## src/rtl/mips_tlb_pkg.sv

```systemverilog
// Shared TLB entry layout, segment codes and the per-port translation rule.
// Entry word: {vpn2[18:0], asid[7:0], g, lo0[24:0], lo1[24:0]}, lo = {pfn[19:0], c[2:0], d, v}.
package mips_tlb_pkg;

    localparam int TLB_ENTRY_W = 78;
    localparam int VPN2_HI     = 77;
    localparam int VPN2_LO     = 59;
    localparam int ASID_HI     = 58;
    localparam int ASID_LO     = 51;
    localparam int G_BIT       = 50;
    localparam int LO0_HI      = 49;
    localparam int LO0_LO      = 25;
    localparam int LO1_HI      = 24;
    localparam int LO1_LO      = 0;
    localparam int LO_W        = 25;
    localparam int TAG_W       = VPN2_HI - G_BIT + 1;

    localparam int PFN_HI      = 24;
    localparam int PFN_LO      = 5;
    localparam int D_BIT       = 1;
    localparam int V_BIT       = 0;

    localparam logic [2:0] KSEG0 = 3'b100;
    localparam logic [2:0] KSEG1 = 3'b101;

    typedef struct packed {
        logic [31:0] paddr;
        logic        refill;
        logic        invalid;
        logic        modified;
    } xlat_t;

    // Fault flags are mutually exclusive: refill beats invalid beats modified.
    function automatic xlat_t translate(input logic [31:0]     va,
                                        input logic            hit,
                                        input logic [LO_W-1:0] lo,
                                        input logic            store);
        xlat_t r;
        r = '0;
        if (va[31:29] == KSEG0 || va[31:29] == KSEG1) begin
            r.paddr = {3'b000, va[28:0]};
        end else begin
            r.paddr = {lo[PFN_HI:PFN_LO], va[11:0]};
            if (!hit)
                r.refill = 1'b1;
            else if (!lo[V_BIT])
                r.invalid = 1'b1;
            else if (store && !lo[D_BIT])
                r.modified = 1'b1;
        end
        return r;
    endfunction

endpackage

```

## src/rtl/mips_tlb_match.sv

```systemverilog
// Associative tag compare of one {vpn2, asid} key against every TLB entry.
// The lowest matching index wins when several entries hit.
module tlb_match
    import mips_tlb_pkg::*;
#(
    parameter  int TLBNUM = 16,
    localparam int IW     = $clog2(TLBNUM)
) (
    input  logic [TLBNUM-1:0][TAG_W-1:0] i_tags,
    input  logic [18:0]                  i_vpn2,
    input  logic [7:0]                   i_asid,
    output logic [TLBNUM-1:0]            o_hit,
    output logic [IW-1:0]                o_idx,
    output logic                         o_any
);

    // Tag layout: {vpn2[18:0], asid[7:0], g}
    for (genvar g = 0; g < TLBNUM; g++) begin : g_lane
        assign o_hit[g] = (i_tags[g][TAG_W-1:9] == i_vpn2) &&
                          (i_tags[g][0] || (i_tags[g][8:1] == i_asid));
    end

    always_comb begin
        o_idx = '0;
        for (int i = TLBNUM - 1; i >= 0; i--) begin
            if (o_hit[i])
                o_idx = IW'(i);
        end
    end

    assign o_any = |o_hit;

endmodule

```

## src/rtl/mips_tlb.sv

```systemverilog
// Fully-associative joint TLB: CP0 TLBWI/TLBR/TLBP plus fetch (s0) and data (s1)
// translation ports, all with one-cycle registered responses and no back-pressure.
module mips_tlb
    import mips_tlb_pkg::*;
#(
    parameter  int TLBNUM = 16,
    localparam int IW     = $clog2(TLBNUM)
) (
    input  logic                   clk,
    input  logic                   rst_n,

    input  logic                   tlbwi_en,
    input  logic [IW-1:0]          tlbwi_index,
    input  logic [TLB_ENTRY_W-1:0] tlbwi_entry,

    input  logic                   tlbr_req,
    input  logic [IW-1:0]          tlbr_index,
    output logic                   tlbr_wen,
    output logic [TLB_ENTRY_W-1:0] tlbr_entry,

    input  logic                   tlbp_req,
    input  logic [31:0]            tlbp_entryhi,
    output logic                   tlbp_valid,
    output logic [31:0]            tlbp_index,

    input  logic                   s0_req,
    input  logic [31:0]            s0_vaddr,
    input  logic [7:0]             s0_asid,
    output logic                   s0_valid,
    output logic [31:0]            s0_paddr,
    output logic                   s0_refill,
    output logic                   s0_invalid,

    input  logic                   s1_req,
    input  logic [31:0]            s1_vaddr,
    input  logic [7:0]             s1_asid,
    input  logic                   s1_store,
    output logic                   s1_valid,
    output logic [31:0]            s1_paddr,
    output logic                   s1_refill,
    output logic                   s1_invalid,
    output logic                   s1_modified
);

    logic [TLBNUM-1:0][TLB_ENTRY_W-1:0] r_tlb;
    logic [TLBNUM-1:0][TAG_W-1:0]       w_tags;
    logic [2:0][18:0]                   w_q_vpn2;
    logic [2:0][7:0]                    w_q_asid;
    logic [2:0][TLBNUM-1:0]             w_m_hit_unused;
    logic [2:0][IW-1:0]                 w_m_idx;
    logic [2:0]                         w_m_any;
    logic [TLB_ENTRY_W-1:0]             w_ent0, w_ent1;
    logic [LO_W-1:0]                    w_lo0, w_lo1;
    xlat_t                              w_x0, w_x1;
    logic                               w_unused;

    // Writes land at the edge; everything sampled on that edge still sees old contents.
    always_ff @(posedge clk or negedge rst_n) begin
        if (!rst_n)
            r_tlb <= '0;
        else if (tlbwi_en)
            r_tlb[tlbwi_index] <= tlbwi_entry;
    end

    for (genvar g = 0; g < TLBNUM; g++) begin : g_tag
        assign w_tags[g] = r_tlb[g][VPN2_HI:G_BIT];
    end

    // Port 0 = s0, 1 = s1, 2 = probe
    assign w_q_vpn2 = {tlbp_entryhi[31:13], s1_vaddr[31:13], s0_vaddr[31:13]};
    assign w_q_asid = {tlbp_entryhi[7:0], s1_asid, s0_asid};

    for (genvar p = 0; p < 3; p++) begin : g_port
        tlb_match #(.TLBNUM(TLBNUM)) u_match (
            .i_tags (w_tags),
            .i_vpn2 (w_q_vpn2[p]),
            .i_asid (w_q_asid[p]),
            .o_hit  (w_m_hit_unused[p]),
            .o_idx  (w_m_idx[p]),
            .o_any  (w_m_any[p])
        );
    end

    assign w_ent0 = r_tlb[w_m_idx[0]];
    assign w_ent1 = r_tlb[w_m_idx[1]];
    assign w_lo0  = s0_vaddr[12] ? w_ent0[LO1_HI:LO1_LO] : w_ent0[LO0_HI:LO0_LO];
    assign w_lo1  = s1_vaddr[12] ? w_ent1[LO1_HI:LO1_LO] : w_ent1[LO0_HI:LO0_LO];
    assign w_x0   = translate(s0_vaddr, w_m_any[0], w_lo0, 1'b0);
    assign w_x1   = translate(s1_vaddr, w_m_any[1], w_lo1, s1_store);

    assign w_unused = ^{tlbp_entryhi[12:8], w_x0.modified};

    // Valids pulse for one cycle; data only reloads on a new request.
    always_ff @(posedge clk or negedge rst_n) begin
        if (!rst_n) begin
            tlbr_wen    <= 1'b0;
            tlbr_entry  <= '0;
            tlbp_valid  <= 1'b0;
            tlbp_index  <= '0;
            s0_valid    <= 1'b0;
            s0_paddr    <= '0;
            s0_refill   <= 1'b0;
            s0_invalid  <= 1'b0;
            s1_valid    <= 1'b0;
            s1_paddr    <= '0;
            s1_refill   <= 1'b0;
            s1_invalid  <= 1'b0;
            s1_modified <= 1'b0;
        end else begin
            tlbr_wen   <= tlbr_req;
            tlbp_valid <= tlbp_req;
            s0_valid   <= s0_req;
            s1_valid   <= s1_req;
            if (tlbr_req)
                tlbr_entry <= r_tlb[tlbr_index];
            if (tlbp_req)
                tlbp_index <= {~w_m_any[2], {(31-IW){1'b0}}, w_m_idx[2]};
            if (s0_req) begin
                s0_paddr   <= w_x0.paddr;
                s0_refill  <= w_x0.refill;
                s0_invalid <= w_x0.invalid;
            end
            if (s1_req) begin
                s1_paddr    <= w_x1.paddr;
                s1_refill   <= w_x1.refill;
                s1_invalid  <= w_x1.invalid;
                s1_modified <= w_x1.modified;
            end
        end
    end

endmodule

```

## config.mk

```make
export PLATFORM = sky130hd
export DESIGN_NAME = mips_tlb
export DESIGN_NICKNAME = d
export VERILOG_FILES = /design/src/rtl/mips_tlb_pkg.sv /design/src/rtl/mips_tlb_match.sv /design/src/rtl/mips_tlb.sv
export SDC_FILE = /design/constraint.sdc
export NUM_CORES = 2
export LEC_CHECK = 0
export BUFFER_PORTS_ARGS = -buffer_cell sky130_fd_sc_hd__buf_2
export CAP_MARGIN = 25
export CORE_MARGIN = 5
export CORE_UTILIZATION = 30
export DETAILED_ROUTE_END_ITERATION = 12
export PLACE_DENSITY = 0.54
export SLEW_MARGIN = 0
export SYNTH_ARGS = -nofsm -noshare
export SYNTH_HDL_FRONTEND = slang
export SYNTH_HIERARCHICAL = 1
export SYNTH_SLANG_ARGS = --single-unit
```

## constraint.sdc

```tcl
create_clock -name clk -period 4.5 [get_ports clk]
set_input_delay 0.9 -clock clk [delete_from_list [all_inputs] [get_ports clk]]
set_output_delay 0.9 -clock clk [all_outputs]
set_load 0.03 [all_outputs]
```

==> summary.txt <==
Clocking
  • Root Buffer: clkbuf_16
  • Clock sink total: 1404
  • H-Tree Depth: 4
  • Clock Pin Slew Worst Setup and Hold Paths: 0.06 ns
  • CTS tree: done
  • Clk_lat worst skew: 0.89 ns
  • CTS Buffer Depth: 4
  • CTS Buf Count: 178

Global route
  • Largest net degree at the start of global routing: 111
  • Tot GR Track Use: 24.66%
  • Gr busiest metal: met2
  • Met3 GRT Util: 4.733%
  • Met1 Use GR: 31.88%
  • Initial antenna violation count: 63
  • Vias in the first global route: 66160
  • GR Util met2: 39.52%
  • Global-route wire length before repair: 536400 µm
  • Grt total ovfl: 0

Detailed routing
  • Vias: 64790
  • Iteration-0 DRC Markers: 6496
  • Via density: 5.655
  • Drt total wl: 385300 µm
  • Initial DRT Pass Iterations: 7
  • # DRC: 0
  • Wirelength per Cell: 33.63 µm
  • Detail Route Antenna Nets: 0

Critical path
  • Crit path DAT: 5.25 ns
  • Slowest stage delay, CP: 0.75 ns
  • Slowest-stage cell, CP: nor4_1
  • Family with the most delay on the worst path: simple AND/OR/NAND/NOR gates
  • WS Path Type: flop to flop
  • Most common cell on crit path: buf_4
  • Critical path endpoint category: flop
  • CP Max Fanout: 11
  • CP required: 5.23 ns
  • Crit-path cells: buf_4, xor2_1, nor4_1, nand4_1, buf_4, nor3_4, buf_4, nor2_1, nand2_1, a21boi_2, o31ai_2, buf_4, a21oi_4, buf_4, buf_12, buf_12, buf_12, mux4_2, mux4_2, nor2_2, o41ai_1
  • Buf+Inv Stages, Crit Path: 8
  • Nature of the critical path startpoint: flop

Flow run
  • Max-cap viol count: 0

Cells and area
  • Commonest non-fill, non-tap cell in the layout: dfrtp_1
  • Register area: 0.03513 mm²
  • Layout Area Growth over Synthesis: 23.73%
  • # fillers: 28260
  • Layout cells sized above 1: 52.82%
  • Multi-input logic area: 0.05079 mm²
  • Nets: 7575
  • Most frequent cells in the layout: dfrtp_1, mux2_2, xor2_1

Status
  • Failing checks: negative setup slack
  • Run status: complete, but fails checks

Die
  • DIE AREA: 0.3047 mm²
  • # rows: 199
  • Chip height: 552.0 µm
  • Initial Util: 30.04%
  • Top Ports: 389
  • CORE AREA: 0.2933 mm²
  • Die W: 552.0 µm

Yosys
  • Mapped cell area: 0.08812 mm²
  • Mapped Avg Cell Area: 13.74 µm²
  • Gate Count Post-Synth: 6412
  • Yosys warnings: 6

STA
  • Slew Limit Fails: 0
  • Worst slew pin tran: 1.203 ns
  • Final min period: 4.525 ns
  • Rel. slew slack: 19.77%
  • Final TNS setup: -0.09133 ns
  • Final WS setup: -0.02481 ns
  • Final setup skew: 0.06074 ns
  • Setup violations, final: 5
  • Final period util: 100.6%
  • Fmax: 221.0 MHz
  • RSZ-0062 raised after global routing: yes
  • Hold Vio Cnt, Final: 0

Power and ir drop
  • Peak supply drop: 0.3283 mV
  • Leakage: 44.96 nW
  • Power Total: 49.55 mW
  • Pwr dens: 454.5 mW/mm²

Placed design
  • Hpwl dp: 276200 µm
  • GP Congestion: 0.9643
  • PortBufs: 356
  • Pre-CTS setup slack: -1.461 ns

Hold path
  • Hold crit path type: primary input to asynchronous set/reset pin
==> registers in the layout, summed over array words and instances, names as in the netlist, 5 cells and up <==
signal	cells
tlbr_entry	78
s0_paddr	32
r_tlb	1248
tlbp_index	5
s1_paddr	32
==> where the power goes <==
part	total, mW	leakage [nW]	switching, mW	internal [mW]
clock network	15.4	3.01	6.18	9.23
logic	15.1	24.8	7.31	7.83
registers	19.0	17.2	3.42	15.6
total	49.6	45.0	16.9	32.6
==> worst paths after layout <==
check	start	end	slack (ns)	cells past startpoint
min in group clk	tlbp_req	tlbp_valid	0.26	1
min reg2reg	s1_modified	s1_modified	0.48	2
max	r_tlb[1002]	s1_paddr[31]	-0.02	21
max reg2reg	r_tlb[1002]	s1_paddr[31]	-0.02	21
max in group asynchronous	rst_n	r_tlb[606]	3.05	3
min	rst_n	r_tlb[166]	0.08	1
==> per-stage QoR <==
| stage | instances | util [%] | hold slack [ns] | instance area, µm² |
|---|---|---|---|---|
| floorplan | 6438 | - | 0.4739 | 88220 |
| global placement | 11080 | 34.63 | 0.4731 | 101600 |
| detailed placement | 11080 | 34.63 | 0.4681 | 101600 |
| CTS | 11420 | 36.97 | 0.1079 | 108400 |
| global route | 11440 | 37.16 | 0.1243 | 109000 |
| finish | 11460 | 37.17 | 0.07727 | 109000 |
==> routing by layer <==
metal / share of wire, % / vias up
li1: - / 25960
met1: 40 / 34830
met2: 47 / 3150
met3: 7.2 / 835
met4: 6.1 / 18
met5: 0.033 / -
==> layout make-up <==
cell class,count,share of cell area (%)
Tap cell,3919,4.497
Inverter,13,0.04475
Multi-Input combinational cell,4400,46.58
Clock buffer,252,4.709
Sequential cell,1404,32.22
Antenna cell,28,0.06426
Timing Repair Buffer,1372,10.92
Clock inverter,70,0.9662
==> repair_timing <==
action,CTS,global route
pin swaps,10,16
endpoints found under the setup margin,42,41
buffers inserted,10,12
hold buffers,0,0
resized for setup,70,88
cloned,7,4
No activity file was read; power rests on OpenSTA's default activity.
